===== src/rtl/sort_pkg.sv =====
// sort_pkg: shared class codes, FSM state type and default servo timing for the sorter scheduler
package sort_pkg;
  localparam logic [1:0] CLS_PASS  = 2'b00;
  localparam logic [1:0] CLS_LEFT  = 2'b01;
  localparam logic [1:0] CLS_RIGHT = 2'b10;
  typedef enum logic [1:0] {ST_IDLE, ST_PULSE, ST_HOLD} state_e;
  localparam int unsigned CLK_HZ       = 27_000_000;
  // 50 Hz servo PWM frame at 27 MHz
  localparam int unsigned PWM_PERIOD   = CLK_HZ / 50;
  localparam int unsigned TRAVEL_DEF   = 50_000_000;
  localparam int unsigned PULSE_DEF    = 4;
  // swing + return takes 30 PWM frames; lateness tolerance is 10 frames
  localparam int unsigned HOLD_DEF     = 30 * PWM_PERIOD;
  localparam int unsigned LATE_DEF     = 10 * PWM_PERIOD;
endpackage


===== src/rtl/cmd_fifo.sv =====
// cmd_fifo: synchronous FIFO with flush
//   push_i/data_i write, pop_i/data_o read (data_o shows the head), flush_i empties,
//   full_o/empty_o/count_o report occupancy from registered state
module cmd_fifo #(
  parameter int unsigned DEPTH = 8,
  parameter int unsigned W     = 33
) (
  input  logic                     clk_i,
  input  logic                     rst_n_i,
  input  logic                     push_i,
  input  logic [W-1:0]             data_i,
  input  logic                     pop_i,
  input  logic                     flush_i,
  output logic [W-1:0]             data_o,
  output logic                     full_o,
  output logic                     empty_o,
  output logic [$clog2(DEPTH):0]   count_o
);
  localparam int unsigned AW = $clog2(DEPTH);
  logic [AW-1:0] wr_ptr_q, wr_ptr_d, rd_ptr_q, rd_ptr_d;
  logic [AW:0]   count_q, count_d;
  logic [W-1:0]  mem_q [DEPTH];
  logic          do_push, do_pop;
  always_comb begin
    do_push  = push_i && !full_o && !flush_i;
    do_pop   = pop_i && !empty_o && !flush_i;
    wr_ptr_d = flush_i ? '0 : wr_ptr_q + AW'(do_push);
    rd_ptr_d = flush_i ? '0 : rd_ptr_q + AW'(do_pop);
    count_d  = flush_i ? '0 : count_q + (AW+1)'(do_push) - (AW+1)'(do_pop);
  end
  always_ff @(posedge clk_i or negedge rst_n_i)
    if (!rst_n_i) begin
      wr_ptr_q <= '0;
      rd_ptr_q <= '0;
      count_q  <= '0;
    end else begin
      wr_ptr_q <= wr_ptr_d;
      rd_ptr_q <= rd_ptr_d;
      count_q  <= count_d;
    end
  always_ff @(posedge clk_i)
    if (do_push) mem_q[wr_ptr_q] <= data_i;
  assign data_o  = mem_q[rd_ptr_q];
  assign full_o  = count_q == (AW+1)'(DEPTH);
  assign empty_o = count_q == '0;
  assign count_o = count_q;
endmodule


===== src/rtl/sort_scheduler.sv =====
// sort_scheduler: timestamps classified tiles and fires left/right servo triggers when they arrive
//   result_valid_i/result_class_i/result_ready_o: result handshake (00 pass, 10 right, 01/11 left)
//   flush_i: clear queued commands; left_o/right_o: registered trigger pulses
//   busy_o: pulse or hold in progress; pending_o: queued commands; miss_cnt_o: dropped commands
module sort_scheduler import sort_pkg::*; #(
  parameter int unsigned DEPTH         = 8,
  parameter int unsigned TS_W          = 32,
  parameter int unsigned TRAVEL_CYCLES = TRAVEL_DEF,
  parameter int unsigned PULSE_CYCLES  = PULSE_DEF,
  parameter int unsigned HOLD_CYCLES   = HOLD_DEF,
  parameter int unsigned LATE_CYCLES   = LATE_DEF
) (
  input  logic                       clk_i,
  input  logic                       rst_n_i,
  input  logic                       result_valid_i,
  input  logic [1:0]                 result_class_i,
  output logic                       result_ready_o,
  input  logic                       flush_i,
  output logic                       left_o,
  output logic                       right_o,
  output logic                       busy_o,
  output logic [$clog2(DEPTH):0]     pending_o,
  output logic [15:0]                miss_cnt_o
);
  state_e          state_q, state_d;
  logic [TS_W-1:0] timer_q, timer_d;
  logic [31:0]     cnt_q, cnt_d;
  logic            dir_q, dir_d;
  logic [15:0]     miss_q, miss_d;
  logic            push, pop, full, empty;
  logic [TS_W:0]   head;
  logic [TS_W-1:0] diff;
  logic            head_due, head_late, last_pulse, last_hold;
  cmd_fifo #(.DEPTH(DEPTH), .W(TS_W + 1)) u_fifo (
    .clk_i   (clk_i),
    .rst_n_i (rst_n_i),
    .push_i  (push),
    .data_i  ({result_class_i == CLS_RIGHT, timer_q + TS_W'(TRAVEL_CYCLES)}),
    .pop_i   (pop),
    .flush_i (flush_i),
    .data_o  (head),
    .full_o  (full),
    .empty_o (empty),
    .count_o (pending_o)
  );
  // wrap-safe comparison: a non-negative difference (MSB clear) means the due time has passed
  always_comb begin
    timer_d        = timer_q + 1'b1;
    result_ready_o = !full;
    push           = result_valid_i && result_ready_o && result_class_i != CLS_PASS && !flush_i;
    diff           = timer_q - head[TS_W-1:0];
    head_due       = !empty && !diff[TS_W-1];
    head_late      = head_due && diff > TS_W'(LATE_CYCLES);
    last_pulse     = cnt_q == 32'(PULSE_CYCLES - 1);
    last_hold      = cnt_q == 32'(HOLD_CYCLES - 1);
  end
  always_ff @(posedge clk_i or negedge rst_n_i)
    if (!rst_n_i) begin
      state_q <= ST_IDLE;
      timer_q <= '0;
      cnt_q   <= '0;
      dir_q   <= 1'b0;
      miss_q  <= '0;
    end else begin
      state_q <= state_d;
      timer_q <= timer_d;
      cnt_q   <= cnt_d;
      dir_q   <= dir_d;
      miss_q  <= miss_d;
    end
  always_comb begin
    state_d = state_q;
    cnt_d   = cnt_q;
    dir_d   = dir_q;
    miss_d  = miss_q;
    pop     = 1'b0;
    case (state_q)
      ST_IDLE:
        if (!flush_i && head_due) begin
          pop = 1'b1;
          if (head_late) miss_d = miss_q == 16'hFFFF ? miss_q : miss_q + 16'd1;
          else begin
            state_d = ST_PULSE;
            cnt_d   = '0;
            dir_d   = head[TS_W];
          end
        end
      ST_PULSE: begin
        state_d = last_pulse ? ST_HOLD : ST_PULSE;
        cnt_d   = last_pulse ? '0 : cnt_q + 32'd1;
      end
      ST_HOLD: begin
        state_d = last_hold ? ST_IDLE : ST_HOLD;
        cnt_d   = last_hold ? '0 : cnt_q + 32'd1;
      end
      default: state_d = ST_IDLE;
    endcase
  end
  always_comb begin
    left_o     = state_q == ST_PULSE && !dir_q;
    right_o    = state_q == ST_PULSE && dir_q;
    busy_o     = state_q != ST_IDLE;
    miss_cnt_o = miss_q;
  end
endmodule


===== config.mk =====
export PLATFORM = sky130hd
export DESIGN_NAME = sort_scheduler
export DESIGN_NICKNAME = d
export VERILOG_FILES = /design/src/rtl/sort_pkg.sv /design/src/rtl/cmd_fifo.sv /design/src/rtl/sort_scheduler.sv
export SDC_FILE = /design/constraint.sdc
export NUM_CORES = 1
export LEC_CHECK = 0
export CORE_MARGIN = 3
export CORE_UTILIZATION = 35
export CTS_CLUSTER_DIAMETER = 60
export DETAILED_ROUTE_END_ITERATION = 8
export PLACE_DENSITY_LB_ADDON = 0.1
export RECOVER_POWER = 25
export SLEW_MARGIN = 5
export SYNTH_ARGS = -nofsm -noshare
export SYNTH_HDL_FRONTEND = slang
export SYNTH_HIERARCHICAL = 1
export SYNTH_SLANG_ARGS = --single-unit

===== constraint.sdc =====
create_clock -name clk_i -period 8.8 [get_ports clk_i]
set_clock_uncertainty 0.05 [all_clocks]
set_input_delay 0.88 -clock clk_i [delete_from_list [all_inputs] [get_ports clk_i]]
set_output_delay 0.88 -clock clk_i [all_outputs]
set_load 0.01 [all_outputs]

==> results.yml <==
placed_design:
  dp_slack_ns: 2.66
  hpwl_mm: 23.5
  postPlaceCellArea_um2: 18200
  place_congestion: 0.842
  portBuffers: 29
yosys:
  synth_cell_types: 63
  syn_avg_cell_area_um2: 13.8
  synth-edff-count: 264
  ys.flop_type: "edfxtp_1"
  synth_warnings: 6
  synth_top_area_share_pct: 46.2
  synthCells: 1246
  synth_nets: 1303
  synthArstFlopShare_pct: 26.1
  synth_area_leaders: "edfxtp_1 46%, dfrtp_1 14%, mux4_2 7.2%, ha_1 3.6%, xnor2_1 2.6%"
  yosysMostFrequentCell: "edfxtp_1"
  synth.top_cells.by_count: "264 x edfxtp_1, 93 x dfrtp_1, 78 x nor2_1"
  syn_area_um2: 17200
  synth_top_area_cell: "edfxtp_1"
  ys_seq_area_share_pct: 59.7
  ys_ff_latch: 357
layout:
  multi_input_comb_area_um2: 6540
  fillers: 4493
  ff_latch_area_um2: 10300
  antenna_cells: 0
  layout-drive-gt1-share_pct: 14.4
  final_area_um2: 19500
  area_delta_synth_final_pct: 13.9
  layout.nets: 1348
timing:
  slew_violations: 96
  finalHoldViolCount: 0
  min_period_ns: 6.04
  tns_ns: 0
  max_freq_ghz: 0.166
  rsz0062_at_grt: "false"
  setup_viol: 0
  timing.hold.ws_ns: 0.431
  max-slew-margin-rel_pct: -99.3
  tightest_slew_ns: 2.99
  layout_setup_ws_ns: 2.76
  post-route-period-util_pct: 68.6
cts:
  cts_tree: "built"
  cts_buffer_depth: 3
  clock-sinks: 357
  htree_levels: 2
  postCtsHoldBufs: 0
  post_cts_resized: 0
  cts_setup_buffers: 0
  cts_buffers: 44
  insertion_delay_ns: 0.56
  cts-root-buf: "clkbuf_16"
  cts.reportedPaths.clkPinSlew_ns: 0.06
worst_setup_path:
  critPathMaxFanout: 43
  critical_path_arrival_ns: 6.40
  critical_path_class: "flop to flop"
  cp-end-kind: "flop"
  worstSetupStartpointType: "flop"
  cp.required_ns: 9.16
job:
  drv_cap: 2
detailed_routing:
  wire_per_inst_um: 20.3
  via_per_inst: 5.29
  ant_nets: 0
  drt_first_pass_iters: 5
  routed_wl_mm: 39.4
  drt_iter0_drc: 633
  route.detailed.drc: 0
  vias: 10247
pwr:
  p_leak_nw: 6.63
  ir_drop_uv: 126
  power.density_nw_per_um2: 192
floorplanning:
  coreArea_um2: 48000
  initial_core_util_pct: 35.7
  io_pins: 30
  num_rows: 80
  die_y_um: 227
  die-area_um2: 51700
  die_x_um: 227
global_route:
  overflow: 0
  grt_pass1_wl_mm: 62.8
  grtUsageTotal_pct: 15.8
  antenna_found_initial: 0
  grt_pass1_vias: 10545
  grt_max_degree: 51
status:
  violations: "max-capacitance violations, max-slew violations"
  status: "finished with violations"
min_path:
  min_path_type: "flop to flop"
-- path summary, 6_finish.rpt --
path                                    start          to  slack (ns)  cells after the start
setup / recovery           u_fifo/rd_ptr_q[0]    cnt_q[9]        2.76                     16
hold reg to reg                     cnt_q[31]   cnt_q[31]        0.43                      1
max in group asynchronous             rst_n_i  timer_q[0]        3.89                      2
min in group asynchronous             rst_n_i   cnt_q[25]        1.01                      1
setup reg to reg           u_fifo/rd_ptr_q[0]    cnt_q[9]        2.76                     16
hold / removal                      cnt_q[31]   cnt_q[31]        0.43                      1
-- layout make-up --
type / count / area share, %
Multi-Input combinational cell: 791 / 33.5
Inverter: 55 / 1.06
Clock inverter: 18 / 0.884
Timing Repair Buffer: 42 / 2.00
Tap cell: 615 / 3.94
Sequential cell: 357 / 52.5
Clock buffer: 60 / 6.15
-- metrics by stage --
| stage | cells | utilization [%] | power, mW |
|---|---|---|---|
| floorplan | 1246 | - | 1.97 |
| global placement | 1860 | 37.8 | 2.05 |
| detailed placement | 1860 | 37.8 | 2.05 |
| CTS | 1938 | 40.7 | 3.81 |
| global route | 1938 | 40.7 | 3.89 |
| finish | 1938 | 40.7 | 3.75 |
-- state kept, by name, summed over array words and instances (netlist names) --
register and count:
u_fifo/mem_q 264, cnt_q 32, timer_q 32, miss_cnt_o 16
u_fifo/count_o 4, u_fifo/rd_ptr_q 3, u_fifo/wr_ptr_q 3, state_q 2
dir_q 1
-- per-layer routing --
layer	global-route usage, %	up-vias	share of wire [%]
met5	0	-	0
met3	2.51	55	3.5
met1	22.4	5192	48
met2	25.3	157	47
li1	-	4843	-
met4	4.62	0	2.1
-- worst max-delay path, cell delays in order (launching register included) --
cell      delay (ns)
dfrtp_4         0.78
buf_12          0.40
mux4_2          0.55
mux2_2          0.28
inv_1           0.06
ha_1            0.30
a21oi_1         0.34
o21a_1          0.22
a311oi_1        0.14
or2_2           0.31
a41oi_1         0.40
mux2i_1         0.14
a211o_1         0.27
and3_1          0.24
a31oi_4         0.71
or2_4           0.50
o21ai_0         0.15
-- power breakdown --
part	leakage (nW)	internal, mW	switching (mW)	total (mW)
combinational	2.80	0.0781	0.101	0.179
clock	0.663	1.04	0.693	1.73
sequential	3.18	1.81	0.0222	1.84
total	6.63	2.93	0.816	3.75
-- cell families after synthesis --
| group | synth area share (%) |
|---|---|
| AND/OR/NAND/NOR | 10.3 |
| flip-flops | 59.7 |
| multiplexers | 11.4 |
| XOR/XNOR | 4.69 |
| adder cells (fa/ha/maj) | 3.81 |
| buffers and inverters | 2.48 |
| AO/OA/AOI/OAI | 7.50 |
-- placed cells by master (no fill, tap or decap), types with 4 or more instances in the layout --
| master | Yosys | layout |
|---|---|---|
| edfxtp_1 | 264 | 264 |
| dfrtp_1 | 93 | 90 |
| nor2_1 | 78 | 72 |
| nand2_1 | 65 | 65 |
| o21ai_0 | 64 | 64 |
| inv_1 | 55 | 55 |
| mux4_2 | 55 | 55 |
| xnor2_1 | 50 | 50 |
| ha_1 | 49 | 49 |
| clkbuf_16 | 0 | 45 |
| xor2_1 | 42 | 42 |
| nand3_1 | 40 | 40 |
| a21oi_1 | 40 | 40 |
| mux2_2 | 36 | 36 |
| and3_1 | 30 | 30 |
| clkdlybuf4s50_1 | 0 | 27 |
| nand2b_1 | 24 | 24 |
| nand4_1 | 22 | 22 |
| nor3_1 | 19 | 17 |
| nor4_1 | 16 | 16 |
| o31ai_1 | 16 | 16 |
| nor2b_1 | 15 | 15 |
| a21o_1 | 15 | 15 |
| clkbuf_1 | 25 | 15 |
| and2_1 | 11 | 11 |
| buf_4 | 0 | 11 |
| mux4_1 | 11 | 11 |
| o21a_1 | 9 | 9 |
| a31oi_1 | 9 | 9 |
| o211ai_1 | 7 | 7 |
| clkinv_1 | 0 | 7 |
| nor3b_1 | 6 | 6 |
| nor2_4 | 0 | 6 |
| o21ai_1 | 5 | 5 |
| o41ai_2 | 4 | 4 |
Power figures use the tool's default switching activity.
